--- src/rtl/muldiv_pkg.sv ---
// Shared encodings for the Execute-stage multiply/divide unit: op codes,
// FSM states and the default datapath width.
package muldiv_pkg;

    localparam int DEFAULT_DATA_WIDTH = 32;

    typedef enum logic [1:0] {
        OP_MULT  = 2'b00,
        OP_MULTU = 2'b01,
        OP_DIV   = 2'b10,
        OP_DIVU  = 2'b11
    } op_e;

    typedef enum logic [1:0] {
        IDLE = 2'b00,
        CALC = 2'b01,
        SIGN = 2'b10
    } state_e;

    // Op[0] clear means the operands are two's complement.
    function automatic logic op_is_signed(input logic [1:0] op);
        return ~op[0];
    endfunction

    function automatic logic op_is_div(input logic [1:0] op);
        return op[1];
    endfunction

endpackage

--- src/rtl/muldiv_step.sv ---
// One radix-2 iteration: shift-add for multiply (product shifts right) or
// restoring subtract/shift for divide ({remainder, quotient} shifts left).
module muldiv_step
    import muldiv_pkg::*;
#(
    parameter int DATA_WIDTH = DEFAULT_DATA_WIDTH
) (
    input  logic                    mode_div,
    input  logic [2*DATA_WIDTH-1:0] acc,
    input  logic [DATA_WIDTH-1:0]   operand,
    output logic [2*DATA_WIDTH-1:0] acc_next,
    output logic                    q_bit
);

    logic [DATA_WIDTH:0] add_sum;
    logic [DATA_WIDTH:0] rem_shift;
    logic [DATA_WIDTH:0] diff;

    always_comb begin
        add_sum   = {1'b0, acc[2*DATA_WIDTH-1:DATA_WIDTH]}
                  + (acc[0] ? {1'b0, operand} : {(DATA_WIDTH+1){1'b0}});
        rem_shift = {acc[2*DATA_WIDTH-1:DATA_WIDTH], acc[DATA_WIDTH-1]};
        diff      = rem_shift - {1'b0, operand};
        q_bit     = 1'b0;
        acc_next  = '0;
        if (mode_div) begin
            // rem_shift <= 2*divisor-1, so the top bit of diff is a clean borrow flag.
            q_bit    = ~diff[DATA_WIDTH];
            acc_next = {(q_bit ? diff[DATA_WIDTH-1:0] : rem_shift[DATA_WIDTH-1:0]),
                        acc[DATA_WIDTH-2:0], 1'b0};
        end else begin
            acc_next = {add_sum, acc[DATA_WIDTH-1:1]};
        end
    end

endmodule

--- src/rtl/execute_muldiv_unit.sv ---
// Multi-cycle MULT/MULTU/DIV/DIVU unit owning the architectural HI/LO
// registers; Busy lets hazard logic stall MFHI/MFLO and further issue.
module execute_muldiv_unit
    import muldiv_pkg::*;
#(
    parameter int DATA_WIDTH = DEFAULT_DATA_WIDTH
) (
    input  logic                  Clock,
    input  logic                  Reset_n,
    input  logic                  Start,
    input  logic [1:0]            Op,
    input  logic [DATA_WIDTH-1:0] OperandA,
    input  logic [DATA_WIDTH-1:0] OperandB,
    input  logic                  Flush,
    input  logic                  WriteHI,
    input  logic                  WriteLO,
    input  logic [DATA_WIDTH-1:0] WriteData,
    output logic [DATA_WIDTH-1:0] HI,
    output logic [DATA_WIDTH-1:0] LO,
    output logic                  Busy,
    output logic                  Done,
    output logic                  DivByZero,
    output state_e                dbg_state
);

    localparam int CNT_W = $clog2(DATA_WIDTH);
    localparam logic [CNT_W-1:0] LAST_COUNT = CNT_W'(DATA_WIDTH - 1);

    state_e                  state, state_next;
    logic [CNT_W-1:0]        count;
    logic [2*DATA_WIDTH-1:0] acc, step_acc, prod_signed;
    logic [DATA_WIDTH-1:0]   operand, hi_q, lo_q, quot_signed, rem_signed;
    logic [DATA_WIDTH-1:0]   mag_a, mag_b;
    logic                    op_div, res_neg, rem_neg;
    logic                    dbz_pending, done_q, dbz_q, step_q;
    logic                    a_neg, b_neg, start_ok, start_dbz, write_ok;

    // Handshake: Start is taken only while Busy is low and Flush is low; every
    // accepted op ends in exactly one Done pulse unless Flush or reset aborts it.
    always_comb begin
        a_neg       = op_is_signed(Op) & OperandA[DATA_WIDTH-1];
        b_neg       = op_is_signed(Op) & OperandB[DATA_WIDTH-1];
        mag_a       = a_neg ? -OperandA : OperandA;
        mag_b       = b_neg ? -OperandB : OperandB;
        start_ok    = (state == IDLE) && Start && !Flush;
        start_dbz   = start_ok && op_is_div(Op) && (OperandB == '0);
        write_ok    = (state == IDLE) && !Start && !Flush;
        prod_signed = res_neg ? -acc : acc;
        quot_signed = res_neg ? -acc[DATA_WIDTH-1:0] : acc[DATA_WIDTH-1:0];
        rem_signed  = rem_neg ? -acc[2*DATA_WIDTH-1:DATA_WIDTH]
                              : acc[2*DATA_WIDTH-1:DATA_WIDTH];
    end

    always_comb begin
        state_next = state;
        case (state)
            IDLE: if (start_ok && !start_dbz) state_next = CALC;
            CALC: begin
                if (Flush)                    state_next = IDLE;
                else if (count == LAST_COUNT) state_next = SIGN;
            end
            SIGN:    state_next = IDLE;
            default: state_next = IDLE;
        endcase
    end

    always_ff @(posedge Clock or negedge Reset_n) begin
        if (!Reset_n) state <= IDLE;
        else          state <= state_next;
    end

    muldiv_step #(.DATA_WIDTH(DATA_WIDTH)) u_step (
        .mode_div (op_div),
        .acc      (acc),
        .operand  (operand),
        .acc_next (step_acc),
        .q_bit    (step_q)
    );

    always_ff @(posedge Clock or negedge Reset_n) begin
        if (!Reset_n) begin
            acc         <= '0;
            operand     <= '0;
            count       <= '0;
            hi_q        <= '0;
            lo_q        <= '0;
            op_div      <= 1'b0;
            res_neg     <= 1'b0;
            rem_neg     <= 1'b0;
            dbz_pending <= 1'b0;
            done_q      <= 1'b0;
            dbz_q       <= 1'b0;
        end else begin
            done_q      <= 1'b0;
            dbz_q       <= 1'b0;
            dbz_pending <= 1'b0;
            // A zero divisor is reported one edge after acceptance, with no busy phase.
            if (dbz_pending && !Flush) begin
                done_q <= 1'b1;
                dbz_q  <= 1'b1;
            end
            case (state)
                IDLE: begin
                    if (start_ok) begin
                        op_div      <= op_is_div(Op);
                        res_neg     <= a_neg ^ b_neg;
                        rem_neg     <= a_neg;
                        count       <= '0;
                        operand     <= op_is_div(Op) ? mag_b : mag_a;
                        acc         <= {{DATA_WIDTH{1'b0}}, (op_is_div(Op) ? mag_a : mag_b)};
                        dbz_pending <= start_dbz;
                    end else if (write_ok) begin
                        if (WriteHI) hi_q <= WriteData;
                        if (WriteLO) lo_q <= WriteData;
                    end
                end
                CALC: begin
                    if (!Flush) begin
                        acc   <= step_acc | {{(2*DATA_WIDTH-1){1'b0}}, step_q};
                        count <= count + 1'b1;
                    end
                end
                SIGN: begin
                    if (!Flush) begin
                        if (op_div) begin
                            hi_q <= rem_signed;
                            lo_q <= quot_signed;
                        end else begin
                            {hi_q, lo_q} <= prod_signed;
                        end
                        done_q <= 1'b1;
                    end
                end
                default: ;
            endcase
        end
    end

    assign HI        = hi_q;
    assign LO        = lo_q;
    assign Busy      = (state != IDLE);
    assign Done      = done_q;
    assign DivByZero = dbz_q;
    assign dbg_state = state;

endmodule

--- config.mk ---
export PLATFORM = sky130hd
export DESIGN_NAME = execute_muldiv_unit
export DESIGN_NICKNAME = d
export VERILOG_FILES = /design/src/rtl/muldiv_pkg.sv /design/src/rtl/muldiv_step.sv /design/src/rtl/execute_muldiv_unit.sv
export SDC_FILE = /design/constraint.sdc
export NUM_CORES = 1
export LEC_CHECK = 0
export BUFFER_PORTS_ARGS = -buffer_cell sky130_fd_sc_hd__buf_2
export CORE_MARGIN = 3
export CORE_UTILIZATION = 60
export CTS_BUF_LIST = sky130_fd_sc_hd__clkbuf_16
export DETAILED_ROUTE_END_ITERATION = 12
export GPL_TIMING_DRIVEN = 0
export PLACE_DENSITY = 0.9
export SETUP_SLACK_MARGIN = 0.1
export SLEW_MARGIN = 20
export SYNTH_ARGS = -nofsm -noshare
export SYNTH_HDL_FRONTEND = slang
export SYNTH_HIERARCHICAL = 1
export SYNTH_SLANG_ARGS = --single-unit
--- constraint.sdc ---
create_clock -name Clock -period 10.96 [get_ports Clock]
set_input_delay 2.74 -clock Clock [delete_from_list [all_inputs] [get_ports Clock]]
set_output_delay 2.74 -clock Clock [all_outputs]
set_load 0.05 [all_outputs]
After elaboration in Yosys (flattened, before gate mapping)
Cells that the tools add are included.
{ "op_classes": {"reduce_logical": 21, "n_mux": 38, "n_addsub": 8, "n_eq_ne": 12, "bitwise": 6} }
{ "op_table": {"columns": ["op", "n"], "rows": [
  ["$mux W32", 18],
  ["$mux W64", 4],
  ["$neg A32 Y32", 4],
  ["$pmux W32 S2", 2],
  ["$pmux W64 S2", 1],
  ["$neg A64 Y64", 1],
  ["$or A64 B1 Y64", 1],
  ["$add A32 B33 Y33", 1],
  ["$sub A33 B32 Y33", 1],
  ["$logic_not A32 Y1", 1],
  ["$ne A2 B2 Y1 const B", 7],
  ["$mux W5", 2],
  ["$pmux W5 S2", 1],
  ["$reduce_and A5 Y1", 2],
  ["$logic_and A1 B1 Y1", 8],
  ["$mux W1", 6],
  ["$mux W2", 3],
  ["$reduce_bool A2 Y1", 3],
  ["$add A5 B1 Y5 const B", 1],
  ["$eq A5 B5 Y1 const B", 1],
  ["$pmux W2 S2", 1],
  ["$reduce_and A2 Y1", 2],
  ["$logic_not A1 Y1", 3],
  ["$ne A3 B3 Y1 const B", 1],
  ["8 further kinds", 10]
]} }
{ "word_totals": {"reg_bits": 173, "output_inout_bits": 69} }

Logic depth before layout (Yosys ltp)
{ "logic_depth": {"ltp_word": 9, "ltp_mapped": 16, "mapped_depth_nobuf": 15} }

Cells and area by module
Netlist, hierarchy kept.
{ "modules_own_cells": {"columns": ["module", "cells_each", "seq_area_each_um2", "area_each_um2", "instances"], "rows": [
  ["execute_muldiv_unit", 1265, 4329.2, 10795.4, 1],
  ["muldiv_step", 631, 0.0, 4379.2, 1]
]} }

Worst setup path after synthesis
Ideal clock, no wire load.
{ "synth_path": {"path_kind": "input -> register", "from": "in OperandB[0]", "to": "reg operand[30]", "setup_ps": 126, "slack_ps": 5965, "n_path_buf": 1, "path_stages": 9, "t_required_ps": 10834, "arrival_ps": 4868, "cell_sequence": "inv_1 ha_1 or4b_4 or4_1 buf_2 o41ai_2 xor2_1 nor2_1 a221o_1"} }
{ "synth_via": {"elab_chain_cells": 3} }
{ "synth_lines": {"columns": ["item", "line", "source"], "rows": [
  ["start, declared", "execute_muldiv_unit.sv:13", "input logic [DATA_WIDTH-1:0] OperandB,"],
  ["$neg A32 Y32", "execute_muldiv_unit.sv:44", "mag_b = b_neg ? -OperandB : OperandB;"],
  ["$mux W32", "execute_muldiv_unit.sv:44", null],
  ["$mux W32", "execute_muldiv_unit.sv:109", "operand <= op_is_div(Op) ? mag_b : mag_a;"],
  ["end signal, assigned", "execute_muldiv_unit.sv:109", null],
  ["end, declared", "execute_muldiv_unit.sv:32", "logic [DATA_WIDTH-1:0] operand, hi_q, lo_q, quot_signed, rem_signed;"]
]} }
Every way passes these cells.
A chain may end at the register's enable or synchronous reset.

Final worst setup path
{ "layout_path": {"from": "in OperandB[0]", "to": "reg acc[28]"} }
{ "layout_via": {"elab_chain_cells": 5} }
{ "layout_lines": {"columns": ["item", "line", "source"], "rows": [
  ["$neg A32 Y32", "execute_muldiv_unit.sv:44", null],
  ["$mux W32", "execute_muldiv_unit.sv:44", null],
  ["$mux W32", "execute_muldiv_unit.sv:110", "acc <= {{DATA_WIDTH{1'b0}}, (op_is_div(Op) ? mag_a : mag_b)};"],
  ["$mux W64", "execute_muldiv_unit.sv:104", "if (start_ok) begin"],
  ["$pmux W64 S2", "execute_muldiv_unit.sv:102", "case (state)"],
  ["end signal, assigned", "execute_muldiv_unit.sv:110", null],
  ["end signal, assigned", "execute_muldiv_unit.sv:119", "acc <= step_acc | {{(2*DATA_WIDTH-1){1'b0}}, step_q};"],
  ["end, declared", "execute_muldiv_unit.sv:31", "logic [2*DATA_WIDTH-1:0] acc, step_acc, prod_signed;"]
]} }
Every way passes these cells. The select of a mux whose other input is x is not followed.

==> flow_metrics.env <==
export IMPL_status="complete, no violations"
export IMPL_final_hold_viol_count=0
export IMPL_whs_ns=0.4772
export IMPL_pwr_density_cell_nw_per_um2=257.5
export IMPL_skew_ns=0.01582
export IMPL_yosysSeqAreaShare=0.2853
export IMPL_grt_pass1_vias=15250
export IMPL_r2r_start="acc[0]"
export IMPL_cts_tree="done"
export IMPL_antenna_found_initial=2
export IMPL_gp_congestion=1.056
export IMPL_finalWorstSetupSlack_ns=5.718
export IMPL_vias=16720
export IMPL_core_um2=24600
export IMPL_tightest_slew_ns=1.112
export IMPL_viasPerCell=6.896
export IMPL_r2r_cells=15
export IMPL_post_place_ws_ns=5.338
export IMPL_die_w_um=165.0
export IMPL_clockBufferDepth=2
export IMPL_cp_required_ns=11.27
export IMPL_avgSynthCellArea_um2=8.003
export IMPL_clock_latency_ns=0.46
export IMPL_clk_pin_slew_ns=0.09
export IMPL_post_synth_top_area_cell="dfrtp_1"
export IMPL_relSlewSlack=0.2492
export IMPL_grt_pass1_wl_mm=85.84
export IMPL_cts_htree_levels=4
export IMPL_tns_ns=0
export IMPL_port_buffers=169
export IMPL_dp_hpwl_mm=43.97
export IMPL_wl_per_cell_um=23.47
export IMPL_hold_buffers=0
export IMPL_drc_errors=0
export IMPL_final_antenna_net_count=0
export IMPL_cts_resized=0
export IMPL_synth_most_common_cell="nand2_1"
export IMPL_rows=57
export IMPL_worstPathArrival_ns=5.55
export IMPL_async_flop_share=1.000
export IMPL_synth_area_um2=15170
export IMPL_synthTopCellsByCount="216 x nand2_1, 196 x nor2_1, 173 x dfrtp_1"
export IMPL_drive_above_1_share=0.1354
export IMPL_worst_path_max_fanout=7
export IMPL_critPathCaptureType="flop"
export IMPL_timing_final_crit_period_ns=5.242
export IMPL_track_usage=0.4090
export IMPL_netlist_instances=1896
export IMPL_cts_setup_buffers=0
export IMPL_critPathLaunchType="primary input"
export IMPL_min_from="LO[5]"
export IMPL_fin_crit_sh=0.4783
export IMPL_grt_max_degree=93
export IMPL_die_h_um=165.0
export IMPL_grt_overflow=0
export IMPL_worstHoldPathCells=2
export IMPL_rrSetupSlack_ns=6.21
export IMPL_cts_made_buffers=17
export IMPL_synthFlopType="dfrtp_1"
export IMPL_setup_viol=0
export IMPL_start_util=0.6167
export IMPL_ys_warn_count=6
export IMPL_holdPathEnd="LO[5]"
export IMPL_drv_cap=0
export IMPL_cts_num_sinks=173
export IMPL_drt_pass1_iterations=7
export IMPL_ys_ff_latch=173
export IMPL_synthDominantCellAreaShare=0.2853
export IMPL_min_path_type="reg2reg"
export IMPL_syn_to_final_growth_pct=12.71
export IMPL_yosys_cell_types_count=88
export IMPL_fin_nets=2261
export IMPL_cts_root_buffer="clkbuf_16"
export IMPL_first_iter_violations=3046
export IMPL_die_area_um2=27230
export IMPL_rsz0062_at_grt="false"
export IMPL_ys_top_cells_by_area="dfrtp_1 29%, xnor2_1 6.2%, ha_1 5.8%"
export IMPL_max_freq_mhz=190.8
export IMPL_slew_viol_final=0
export IMPL_dpl_instance_area_um2=16460
export IMPL_vdd_ir_drop_worst_mv=0.1214
export IMPL_r2r_end="acc[63]"
export IMPL_worstSetupPathType="in2reg"
export IMPL_finish_instance_area_um2=17100
export IMPL_synth_edff_count=0
export IMPL_syn_nets=2072
export IMPL_wl_mm=56.90
export IMPL_p_leak_nw=7.569
export IMPL_io_pins=173
## flip-flops by register name, indices dropped and copies added, names as in the netlist, 2 cells and up
signal     flops
operand       32
acc           64
LO            32
dbg_state      2
count          5
HI            32
## layer usage
metal | share of wire | GRT usage
met1 | 0.37 | 0.5289
met2 | 0.42 | 0.5963
met3 | 0.13 | 0.1028
met4 | 0.079 | 0.2852
met5 | 0 | 0
## logic make-up after synthesis
family,Yosys count,share of synthesized area
flip-flops,173,0.2853
AO/OA/AOI/OAI,570,0.2496
XOR/XNOR,176,0.1026
adder cells (fa/ha/maj),72,0.06036
AND/OR/NAND/NOR,678,0.2132
buffers and inverters,163,0.04395
multiplexers,64,0.04502
## layout make-up
class / count / area [um2]
Antenna cell: 2 / 5.005
Buffer: 100 / 430.4
Clock buffer: 17 / 425.4
Clock inverter: 15 / 209.0
Fill cell: 2005 / 7502
Inverter: 63 / 236.5
Multi-Input combinational cell: 1560 / 10180
Sequential cell: 173 / 4329
Tap cell: 324 / 405.4
Timing Repair Buffer: 170 / 883.3
## worst max-delay path by stage
stage,end,start
2_1_floorplan,operand[30],OperandB[0]
3_3_place_gp,operand[11],Reset_n
3_5_place_dp,operand[26],OperandB[0]
4_1_cts,operand[26],OperandB[0]
5_1_grt,acc[24],OperandB[0]
6_report,acc[28],OperandB[0]
## placed cells by master, fill, tap and decap left out, drive strengths merged, types with 23 or more instances in the layout
| master | Yosys | layout |
|---|---|---|
| dfrtp | 173 | 173 |
| buf | 17 | 187 |
| o221ai | 26 | 26 |
| nand3 | 31 | 31 |
| a211oi | 23 | 23 |
| and2 | 37 | 37 |
| mux2i | 30 | 30 |
| clkbuf | 83 | 100 |
| nor3 | 50 | 50 |
| a31oi | 40 | 40 |
| o21ai | 132 | 132 |
| nor4 | 25 | 25 |
| nand2 | 216 | 216 |
| o31ai | 29 | 29 |
| a21oi | 133 | 133 |
| a22o | 33 | 33 |
| ha | 70 | 70 |
| mux2 | 34 | 34 |
| xor2 | 68 | 68 |
| a21o | 32 | 32 |
| inv | 62 | 68 |
| nor2 | 196 | 196 |
| xnor2 | 108 | 108 |
## worst max-delay path, stage by stage
cell,delay [ns]
buf_2,0.14
inv_1,0.14
ha_1,0.20
or4b_4,0.49
or4_1,0.46
buf_2,0.18
nor2_1,0.33
a31oi_1,0.15
xor2_1,0.19
mux2i_1,0.37
o22ai_1,0.15
## through the flow
| step | instances | power, mW | util |
|---|---|---|---|
| 2_1_floorplan | 1896 | 2.906 | - |
| 3_3_place_gp | 2389 | 3.550 | 0.6676 |
| 3_5_place_dp | 2390 | 3.626 | 0.6691 |
| 4_1_cts | 2422 | 4.283 | 0.6949 |
| 5_1_grt | 2422 | 4.630 | 0.6949 |
| 6_report | 2424 | 4.403 | 0.6951 |
## report_power, final
| part | internal (mW) | leakage, nW | switching [mW] |
|---|---|---|---|
| sequential | 0.805 | 2.15 | 0.352 |
| combinational | 0.978 | 5.12 | 1.62 |
| clock | 0.334 | 0.304 | 0.320 |
| total | 2.12 | 7.57 | 2.29 |
(Power assumes the default switching activity.)
